File: config.mk
export PLATFORM = sky130hd
export DESIGN_NAME = i_fetch_stage
export DESIGN_NICKNAME = d
export VERILOG_FILES = /design/src/rtl/i_fetch_stage.sv
export SDC_FILE = /design/constraint.sdc
export NUM_CORES = 1
export LEC_CHECK = 0
export CAP_MARGIN = 30
export CORE_ASPECT_RATIO = 1.4
export CORE_MARGIN = 3
export CORE_UTILIZATION = 52
export CTS_BUF_LIST = sky130_fd_sc_hd__clkbuf_8 sky130_fd_sc_hd__clkbuf_16
export DETAILED_ROUTE_END_ITERATION = 10
export GPL_ROUTABILITY_DRIVEN = 0
export PLACE_DENSITY = 0.85
export SLEW_MARGIN = 20
export SYNTH_ARGS = -nofsm -noshare
export SYNTH_HDL_FRONTEND = slang
export SYNTH_SLANG_ARGS = --single-unit
File: constraint.sdc
create_clock -name CLK -period 11.55 [get_ports CLK]
set_input_delay 2.31 -clock CLK [delete_from_list [all_inputs] [get_ports CLK]]
set_output_delay 2.31 -clock CLK [all_outputs]
set_load 0.005 [all_outputs]
File: src/rtl/i_fetch_stage.sv
// Instruction-fetch stage: owns the PC, a handshaked instruction-memory port and the IF/ID register.
// Optional perf counters (fetch_count, stall_count) are built when FETCH_PERF_CNT_EN is defined.
module i_fetch_stage #(
   parameter logic [31:0] RESET_PC  = 32'h0000_0000,
   parameter logic [31:0] NOP_INSTR = 32'h0000_0000
) (
   input  logic        CLK,
   input  logic        RST,
   input  logic        PCWrite,
   input  logic        IFIDWrite,
   input  logic        pc_src,
   input  logic [31:0] pc_target,
   output logic        imem_req,
   output logic [31:0] imem_addr,
   input  logic        imem_ack,
   input  logic        imem_rvalid,
   input  logic [31:0] imem_rdata,
   output logic [31:0] instruction_out,
   output logic [31:0] npc_out,
   output logic        valid_out
`ifdef FETCH_PERF_CNT_EN
   ,
   output logic [31:0] fetch_count,
   output logic [31:0] stall_count
`endif
);

   typedef enum logic [1:0] {S_REQ, S_WAIT, S_HOLD} state_t;

   state_t      state_reg, state_next;
   logic [31:0] pc_reg, pc_next;
   logic        squash_reg, squash_next;
   logic [31:0] buf_reg, buf_next;
   logic [31:0] instr_reg, instr_next;
   logic [31:0] npc_reg, npc_next;
   logic        valid_reg, valid_next;
   logic        load;
   logic [31:0] load_data;
   logic [31:0] pc_plus4;
   logic        consume;

   assign pc_plus4 = pc_reg + 32'd4;
   assign consume  = PCWrite & IFIDWrite;

   always_comb begin
      state_next  = state_reg;
      pc_next     = pc_reg;
      squash_next = squash_reg;
      buf_next    = buf_reg;
      instr_next  = instr_reg;
      npc_next    = npc_reg;
      valid_next  = valid_reg;
      load        = 1'b0;
      load_data   = imem_rdata;

      if (pc_src) begin
         // Redirect overrides stalls; any in-flight response gets squashed.
         pc_next    = {pc_target[31:2], 2'b00};
         instr_next = NOP_INSTR;
         valid_next = 1'b0;
         case (state_reg)
            S_REQ: begin
               if (imem_ack) begin
                  state_next  = S_WAIT;
                  squash_next = 1'b1;
               end
            end
            S_WAIT: begin
               if (imem_rvalid) begin
                  state_next  = S_REQ;
                  squash_next = 1'b0;
               end else begin
                  squash_next = 1'b1;
               end
            end
            default: state_next = S_REQ;
         endcase
      end else begin
         case (state_reg)
            S_REQ: begin
               if (imem_ack) state_next = S_WAIT;
            end
            S_WAIT: begin
               if (imem_rvalid) begin
                  if (squash_reg) begin
                     squash_next = 1'b0;
                     state_next  = S_REQ;
                  end else if (consume) begin
                     load       = 1'b1;
                     state_next = S_REQ;
                  end else begin
                     buf_next   = imem_rdata;
                     state_next = S_HOLD;
                  end
               end
            end
            S_HOLD: begin
               if (consume) begin
                  load       = 1'b1;
                  load_data  = buf_reg;
                  state_next = S_REQ;
               end
            end
            default: state_next = S_REQ;
         endcase

         if (load) begin
            instr_next = load_data;
            npc_next   = pc_plus4;
            valid_next = 1'b1;
            pc_next    = pc_plus4;
         end else if (IFIDWrite) begin
            instr_next = NOP_INSTR;
            valid_next = 1'b0;
         end
      end
   end

   always_ff @(posedge CLK or posedge RST) begin
      if (RST) begin
         state_reg  <= S_REQ;
         pc_reg     <= RESET_PC;
         squash_reg <= 1'b0;
         buf_reg    <= 32'h0;
         instr_reg  <= NOP_INSTR;
         npc_reg    <= 32'h0;
         valid_reg  <= 1'b0;
      end else begin
         state_reg  <= state_next;
         pc_reg     <= pc_next;
         squash_reg <= squash_next;
         buf_reg    <= buf_next;
         instr_reg  <= instr_next;
         npc_reg    <= npc_next;
         valid_reg  <= valid_next;
      end
   end

   // Request is masked during reset because the reset state is S_REQ.
   assign imem_req        = (state_reg == S_REQ) & ~RST;
   assign imem_addr       = pc_reg;
   assign instruction_out = instr_reg;
   assign npc_out         = npc_reg;
   assign valid_out       = valid_reg;

`ifdef FETCH_PERF_CNT_EN
   logic [31:0] fetch_count_reg, stall_count_reg;
   logic        stall_inc;

   assign stall_inc = (state_reg == S_HOLD) | (~pc_src & ~load & ~IFIDWrite);

   always_ff @(posedge CLK or posedge RST) begin
      if (RST) begin
         fetch_count_reg <= 32'h0;
         stall_count_reg <= 32'h0;
      end else begin
         if (load) fetch_count_reg <= fetch_count_reg + 32'd1;
         if (stall_inc) stall_count_reg <= stall_count_reg + 32'd1;
      end
   end

   assign fetch_count = fetch_count_reg;
   assign stall_count = stall_count_reg;
`endif

endmodule

; ---- Yosys cells after proc, flatten, opt, wreduce, memory -nomap -nowiden
; Index checks and enable logic that the tools add are counted.
[totals]
regBits = 132
out_inout_bits = 98
[op_classes]
add_sub_neg = 1
n_eq_ne = 5
n_mux = 30
bitwise_logic = 5
n_reduce_logical = 10
[op_table]
columns = operator, n
row1 = two-way mux 32 bit, 7
row2 = adder 32 x 3 -> 32 bit (second input constant), 1
row3 = two-way mux 2 bit, 7
row4 = two-way mux 1 bit, 12
row5 = AND reduction 4 bit, 2
row6 = nonzero test 2 bit, 4
row7 = inequality test 3 bit (second input constant), 2
row8 = case mux 2 bit (3 select lines), 1
row9 = case mux 1 bit (2 select lines), 2
row10 = case mux 2 bit (2 select lines), 1
row11 = AND reduction 2 bit, 2
row12 = inverter 1 bit, 3
row13 = nonzero test 3 bit, 1
row14 = AND 1 bit, 2
row15 = == test 2 x 1 -> 1 bit (second input constant), 1
row16 = == test 2 bit (second input constant), 1
row17 = logical NOT 2 bit, 1
row18 = inequality test 2 bit (second input constant), 1

; ---- Logic depth before layout (Yosys ltp)
; Gate-level depths: netlist of run 1.
[logic_depth]
ltp_word = 8
depth_mapped = 9

; ---- Worst setup path after synthesis of run 1
; No wires, ideal clock.
[synth_timing]
path_type = input-to-output
start = input port RST
end = output port imem_req
arrival_ns = 2.425
t_required_ns = 9.240
slack_ns = 6.815
stages = 1
path_cell_list = nor2b_1
[synth_between]
elab_chain_len = 2
[synth_rtl]
columns = item, line_no
row1 = from (decl), 8  ; input logic RST,
row2 = inverter 1 bit, 140  ; assign imem_req = (state_reg == S_REQ) & ~RST;
row3 = AND 1 bit, 140
row4 = to (decl), 13  ; output logic imem_req,
; Every way passes these cells.

; ---- Final worst setup path of run 1
; Ends and elaborated chain as after synthesis.

==> results.md, run 1 <==
- Status: completed
- Mapped cell area: 6150 sq um
- Top_reg_cell synth: dfrtp_1
- Post-synthesis simple-gate area fraction: between 15 and 20%
- Post-synth top cells: 128 x dfrtp_1, 123 x nand2_1, 62 x o21ai_0, 41 x xor2_1, 33 x mux2i_1
- I/O pin count: about 170
- Die width: just under 100 microns
- Setup Buffers After CTS: 0
- PwrDens: between 150 and 200 nW/um^2
- Slowest CP cell: clkdlybuf4s50_1
- Flops & latches, synth: 128
- Clk_skew: 10.26 ps
- Layout fillers: 795
- Number of synthesis warnings: 0
- Vias in the first global route: roughly 5.2k
- ANT cells: 0
- XOR/XNOR Fraction of Synth Area: 7.976%
- Drt total wl: approximately 15000 microns
- Most area-consuming cells after synthesis: dfrtp_1 52%, nand2_1 7.5%, mux2_2 5.9%
- Multi-input logic area: between 2000 and 3000 sq um
- Clock Tree Buf Depth: 2
- P&R area growth vs syn: 37.80%
- Root buffer cell: clkbuf_16
- Ys async rst share: 100.0%
- Setup ws final: about 6000 ps
- Setup violation total in the final timing report: 0
- Top-area cell type share of the netlist area: between 50% and 60%
- Syn Inst Count: a little over 600
- Worst hold path type: reg2reg
- Max Slew Vio Count: 0
- Final hold viol count: 0
- Via Count: 4990
- Global-route wire length before repair: about 26000 microns
- CP most frequent cell: clkdlybuf4s50_1
- Unrepaired setup endpoints after global routing: false
- Core ar.: ~11000 sq um
- Detailed-route vias per instance: 5.448
- Later-pin clock latency in the skew report: around 400 ps
- Leakage power: around 3.7 nW
- WL per Instance: 16.90 microns
- CP cell instances: clkdlybuf4s50_1, nor2b_1, clkdlybuf4s50_1
- Number of library cell types mapped by synthesis: 39
- Peak supply drop: about 0.11 mV
- Final min period: roughly 5700 ps
- Largest family of logic cells by synthesized area: simple AND/OR/NAND/NOR gates
- Clock sink count: approximately 130
- Post-DRT Antenna Nets: 0
- Largest stage delay on the critical path: slightly above 500 ps
- Req. time, crit path: 9240 ps
- Utilization after layout: 73.99%
- Post-CTS sizing: 0
- # DRC: 0
- Largest net degree at the start of global routing: slightly above 70
- Antenna violations before repair: 0
- Largest area contributor in the netlist: dfrtp_1
- Register area: 3203 sq um
- Setup tns final: 0 ps
- DRT iter0 DRCs: ~210
- Pwr Total: ~1.4 mW
- Layout cells sized above 1: a little over a tenth
- Synth Area in Compound Gates: 8.708%
- Final worst-path cycle share: between 40% and 50%
- CTS H-tree depth: 4
- CP max FO: 2
- GR Overflow Total: 0
- TritonCTS clock tree: done
- Average size of a mapped cell: 10.06 sq um
- Nets@finish: ~830
- Reg clk slew, reported paths: 50 ps
- Worst Path Arrival: 3410 ps
- Die area: ~13000 sq um
- Highest clock rate: 175.0 MHz
- Hold_buf cts: 0
- Total CTS buffers: 17
- Post-synthesis mux area share: approximately 11%
- Total of max-cap violations: 0
- Die Y: 134.7 microns
- Register area share after synthesis: ~52%
- Initial Util: 53.69%
- Slew @ Worst Pin: 863.5 ps
- DP Worst Slack: 5817 ps
- Total GRT Usage: between 20% and 30%
- Std-Cell Rows: between 40 and 50
- CP Class: in2out
- Hpwl dp: roughly 11000 microns
- Critical path endpoint category: primary output
- Most numerous cell in the Yosys netlist: dfrtp_1
- Port bufs: approximately 160
- Crit path launch type: input port
- Area share of fa/ha/maj cells after synthesis: less than 1%
- Max_slew headroom: 42.22%
- R2r setup slk: between 8000 and 9000 ps
- EDFF count, synth: 0
- DR pass1 iterations: 4
-- worst max-delay path: cells and delay by family --
kind / cells / cell delay, ps
and+or+nand+nor: 1 / 130
buffers and inverters: 2 / 970
-- logic make-up after synthesis --
kind of cell | Yosys count
flip-flops | 128
AND/OR/NAND/NOR | 204
XOR/XNOR | 56
multiplexers | 65
AO/OA/AOI/OAI | 102
buffers and inverters | 51
adder cells (fa/ha/maj) | 4
other | 1
-- stage by stage --
step                cell area (sq um)  std cells  hold slack (ps)
floorplan                        6161        614            469.8
CTS                              8427        914            480.8
global route                     8474        916            501.6
finish                           8474        916            472.6
detailed placement               7838        882            469.2
global placement                 7810        881            457.7
-- area by class of cell --
class | count | share of cell area, %
Inverter | 7 | 0.3396
Tap cell | 144 | 2.126
Multi-Input combinational cell | 435 | 32.38
Clock inverter | 14 | 1.772
Sequential cell | 128 | 37.80
Clock buffer | 18 | 5.182
Timing Repair Buffer | 170 | 20.40
-- worst paths after layout --
path | startpoint | endpoint | cells after the start
setup / recovery | RST | imem_req | 3
max in group asynchronous | RST | state_reg[1]$_DFFE_PP0P_ | 4
hold reg to reg | npc_out[5]$_DFFE_PP0P_ | npc_out[5]$_DFFE_PP0P_ | 2
min in group asynchronous | RST | imem_addr[10]$_DFFE_PP0P_ | 2
hold / removal | npc_out[5]$_DFFE_PP0P_ | npc_out[5]$_DFFE_PP0P_ | 2
setup reg to reg | state_reg[1]$_DFFE_PP0P_ | imem_addr[31]$_DFFE_PP0P_ | 8
-- cells in the final DEF, fill, tap and decap left out, types with 3 or more instances in the layout --
cell type	netlist	layout
xor2_1	41	41
bufinv_16	0	3
nor3_1	5	5
dfrtp_1	128	128
buf_4	4	5
mux2_2	32	32
inv_1	7	9
o21ai_1	31	31
o21ai_0	62	62
xnor2_1	15	15
nor2b_1	3	3
ha_1	4	4
clkdlybuf4s50_1	0	161
clkinv_2	0	5
conb_1	1	4
nand3_1	24	23
mux2i_1	33	33
nor4_2	3	3
nand4_1	15	15
and2_1	3	3
nand2_1	123	123
and3_1	3	3
clkbuf_16	0	17
nor2_1	17	16
-- metal layers --
layer  share of wire [%]  GRT usage (%)  up-vias  routed length (microns)
met4                 1.7          7.544        0                      264
met2                  51          42.35      185                     7905
met1                  40          29.83     2427                     6173
met5                   0              0        -                        0
li1                    -              -     2360                        -
met3                 7.3          7.235       18                     1133
-- where the power goes --
part | internal (mW) | switching, mW | leakage (nW)
Combinational | 0.181 | 0.120 | 1.77
Sequential | 0.548 | 0.0660 | 1.66
Clock | 0.341 | 0.189 | 0.299
Total | 1.07 | 0.375 | 3.73
No activity file was read; power rests on OpenSTA's default activity.
==> run 2: changes to the inputs <==
--- a/config.mk
+++ b/config.mk
@@ -8,11 +8,11 @@
 export CAP_MARGIN = 30
 export CORE_ASPECT_RATIO = 1.4
 export CORE_MARGIN = 3
-export CORE_UTILIZATION = 52
+export CORE_UTILIZATION = 49
 export CTS_BUF_LIST = sky130_fd_sc_hd__clkbuf_8 sky130_fd_sc_hd__clkbuf_16
 export DETAILED_ROUTE_END_ITERATION = 10
 export GPL_ROUTABILITY_DRIVEN = 0
-export PLACE_DENSITY = 0.85
+export PLACE_DENSITY = 0.81
 export SLEW_MARGIN = 20
 export SYNTH_ARGS = -nofsm -noshare
 export SYNTH_HDL_FRONTEND = slang
==> constraint.sdc (replaced) <==
create_clock -name CLK -period 5.4 [get_ports CLK]
set_input_delay 1.08 -clock CLK [delete_from_list [all_inputs] [get_ports CLK]]
set_output_delay 1.08 -clock CLK [all_outputs]
set_load 0.005 [all_outputs]
==> run 2 against run 1 <==
Net effect: final area up 0.13%; sequential power up 110%; largest cell class unchanged; clock skew down 4.2 ps; register-to-register slack worse by 6100 ps; global-route usage down 1.6 points; clock-buffer cell count up 3.
==> results.md, run 2 (synthesis gave the netlist of run 1 again) <==
- Status: completed
- Comb pwr share: about a fifth
- Nets@finish: about 840
- Highest clock rate: between 300 and 400 MHz
- PwrDens: around 370 nW/um^2
- Clk_skew: approximately 6.0 ps
- Worst Path Arrival: approximately 2200 ps
- Slowest CP cell: clkdlybuf4s50_1
- DR pass1 iterations: 5
- Layout cells sized above 1: between 10% and 20%
- Setup violation total in the final timing report: 0
- P&R area growth vs syn: 37.99%
- Final min period: about 3300 ps
- CP cell instances: clkdlybuf4s50_1, nor2b_1, clkdlybuf4s50_1
- CTS H-tree depth: 4
- Unrepaired setup endpoints after global routing: false
- Largest net degree at the start of global routing: 67
- Crit path launch type: input port
- ANT cells: 0
- CP most frequent cell: clkdlybuf4s50_1
- Req. time, crit path: 4320 ps
- Final hold viol count: 0
- Largest stage delay on the critical path: around 510 ps
- Max Slew Vio Count: 0
- Total GRT Usage: ~23%
- # DRC: 0
- Die Y: about 140 microns
- Power Internal: 2.327 mW
- Core ar.: roughly 12000 sq um
- Die width: 100.7 microns
- Global-route wire length before repair: between 20000 and 30000 microns
- Setup Buffers After CTS: 0
- Antenna violations before repair: 0
- GR Overflow Total: 0
- Max_slew headroom: approximately 44%
- Worst path depth: 3
- Later-pin clock latency in the skew report: approximately 400 ps
- Critical path endpoint category: primary output
- Most common cell after layout, fill and taps aside: clkdlybuf4s50_1
- Clock Tree Buf Depth: 2
- Hold Path Cell Cnt: 2
- Switching Fraction: between 20% and 30%
- Top delay family on crit path: buffers and inverters
- Hold_buf cts: 0
- Std-Cell Rows: 47
- DP Worst Slack: between 1500 and 2000 ps
- Port bufs: ~160
- Peak supply drop: ~0.23 mV
- Leakage power: about 3.7 nW
- Pwr Total: between 3 and 4 mW
- WL per Instance: 16.98 microns
- Via Count: ~5k
- Drt total wl: around 16000 microns
- Worst hold path type: reg2reg
- Total of max-cap violations: 0
- Detailed-route vias per instance: 5.417
- Clock sink count: ~130
- Utilization after layout: between 70 and 80%
- Critical path buffers and inverters: 2
- Total CTS buffers: 17
- Psw: roughly 0.8 mW
- Layout fillers: between 800 and 900
- Clock power share: 37.5%
- Vias in the first global route: roughly 5k
- Reg clk slew, reported paths: around 50 ps
- CP Class: in2out
- Worst hold slack: between 400 and 500 ps
- Final worst-path cycle share: between 60% and 70%
- Initial Util: about half
- Slew @ Worst Pin: roughly 840 ps
- Post-DRT Antenna Nets: 0
- Hpwl dp: roughly 11000 microns
- TritonCTS clock tree: done
- CP max FO: 2
- Setup ws final: 2125 ps
- Most frequent cells in the layout: 161 x clkdlybuf4s50_1, 128 x dfrtp_1, 123 x nand2_1, 62 x o21ai_0, 41 x xor2_1
- Flop pwr share: a little over two fifths
- Setup tns final: 0 ps
- R2r setup slk: roughly 2700 ps
- DRT iter0 DRCs: roughly 170
- Root buffer cell: clkbuf_16
- I/O pin count: 169
- R2R cell count: 9
- Die area: between 10000 and 15000 sq um
- Post-CTS sizing: 0
run 2: final timing paths:
kind	to	startpoint
worst max-delay path	imem_req	RST
worst min-delay path	npc_out[31]$_DFFE_PP0P_	npc_out[31]$_DFFE_PP0P_
worst max register to register	imem_addr[31]$_DFFE_PP0P_	state_reg[1]$_DFFE_PP0P_
worst min register to register	npc_out[31]$_DFFE_PP0P_	npc_out[31]$_DFFE_PP0P_
max in group asynchronous	buf_reg[23]$_DFFE_PP0P_	RST
min in group asynchronous	buf_reg[27]$_DFFE_PP0P_	RST
run 2: per-stage QoR:
stage,instances,instance area [sq um]
2_1_floorplan,614,6161
3_3_place_gp,886,7829
3_5_place_dp,888,7869
4_1_cts,920,8486
5_1_grt,920,8486
6_report,920,8486
run 2: worst reg2reg max path: stages, from the launching register on:
cell and delay, ps:
dfrtp_1 390, inv_1 90, ha_1 240, and3b_1 240, nor2_1 70, or3_2 690
buf_12 280, buf_4 260, o21a_1 220, a211oi_2 180
run 2: cell type report:
cell class                      instances  area, sq um  share of cell area (%)
Timing Repair Buffer                  171         1709                   20.14
Sequential cell                       128         3203                   37.75
Tap cell                              147        183.9                   2.167
Inverter                                7        28.78                  0.3391
Multi-Input combinational cell        435         2744                   32.34
Clock buffer                           21        480.5                   5.662
Clock inverter                         11        136.4                   1.607
run 2: power groups by stage:
stage          Clock (mW)  Sequential (mW)  Combinational (mW)
6_report             1.18             1.32               0.642
5_1_grt              1.24             1.34               0.704
4_1_cts              1.20             1.32               0.651
3_5_place_dp            0             1.33               0.645
3_3_place_gp            0             1.31               0.614
2_1_floorplan           0             1.29               0.343
run 2: metal layers:
metal | vias up | GRT usage [%] | wire length (microns)
li1 | 2362 | - | -
met1 | 2416 | 28.35 | 6260
met2 | 182 | 38.53 | 8095
met3 | 24 | 6.341 | 999
met4 | 0 | 7.736 | 268
met5 | - | 0 | 0
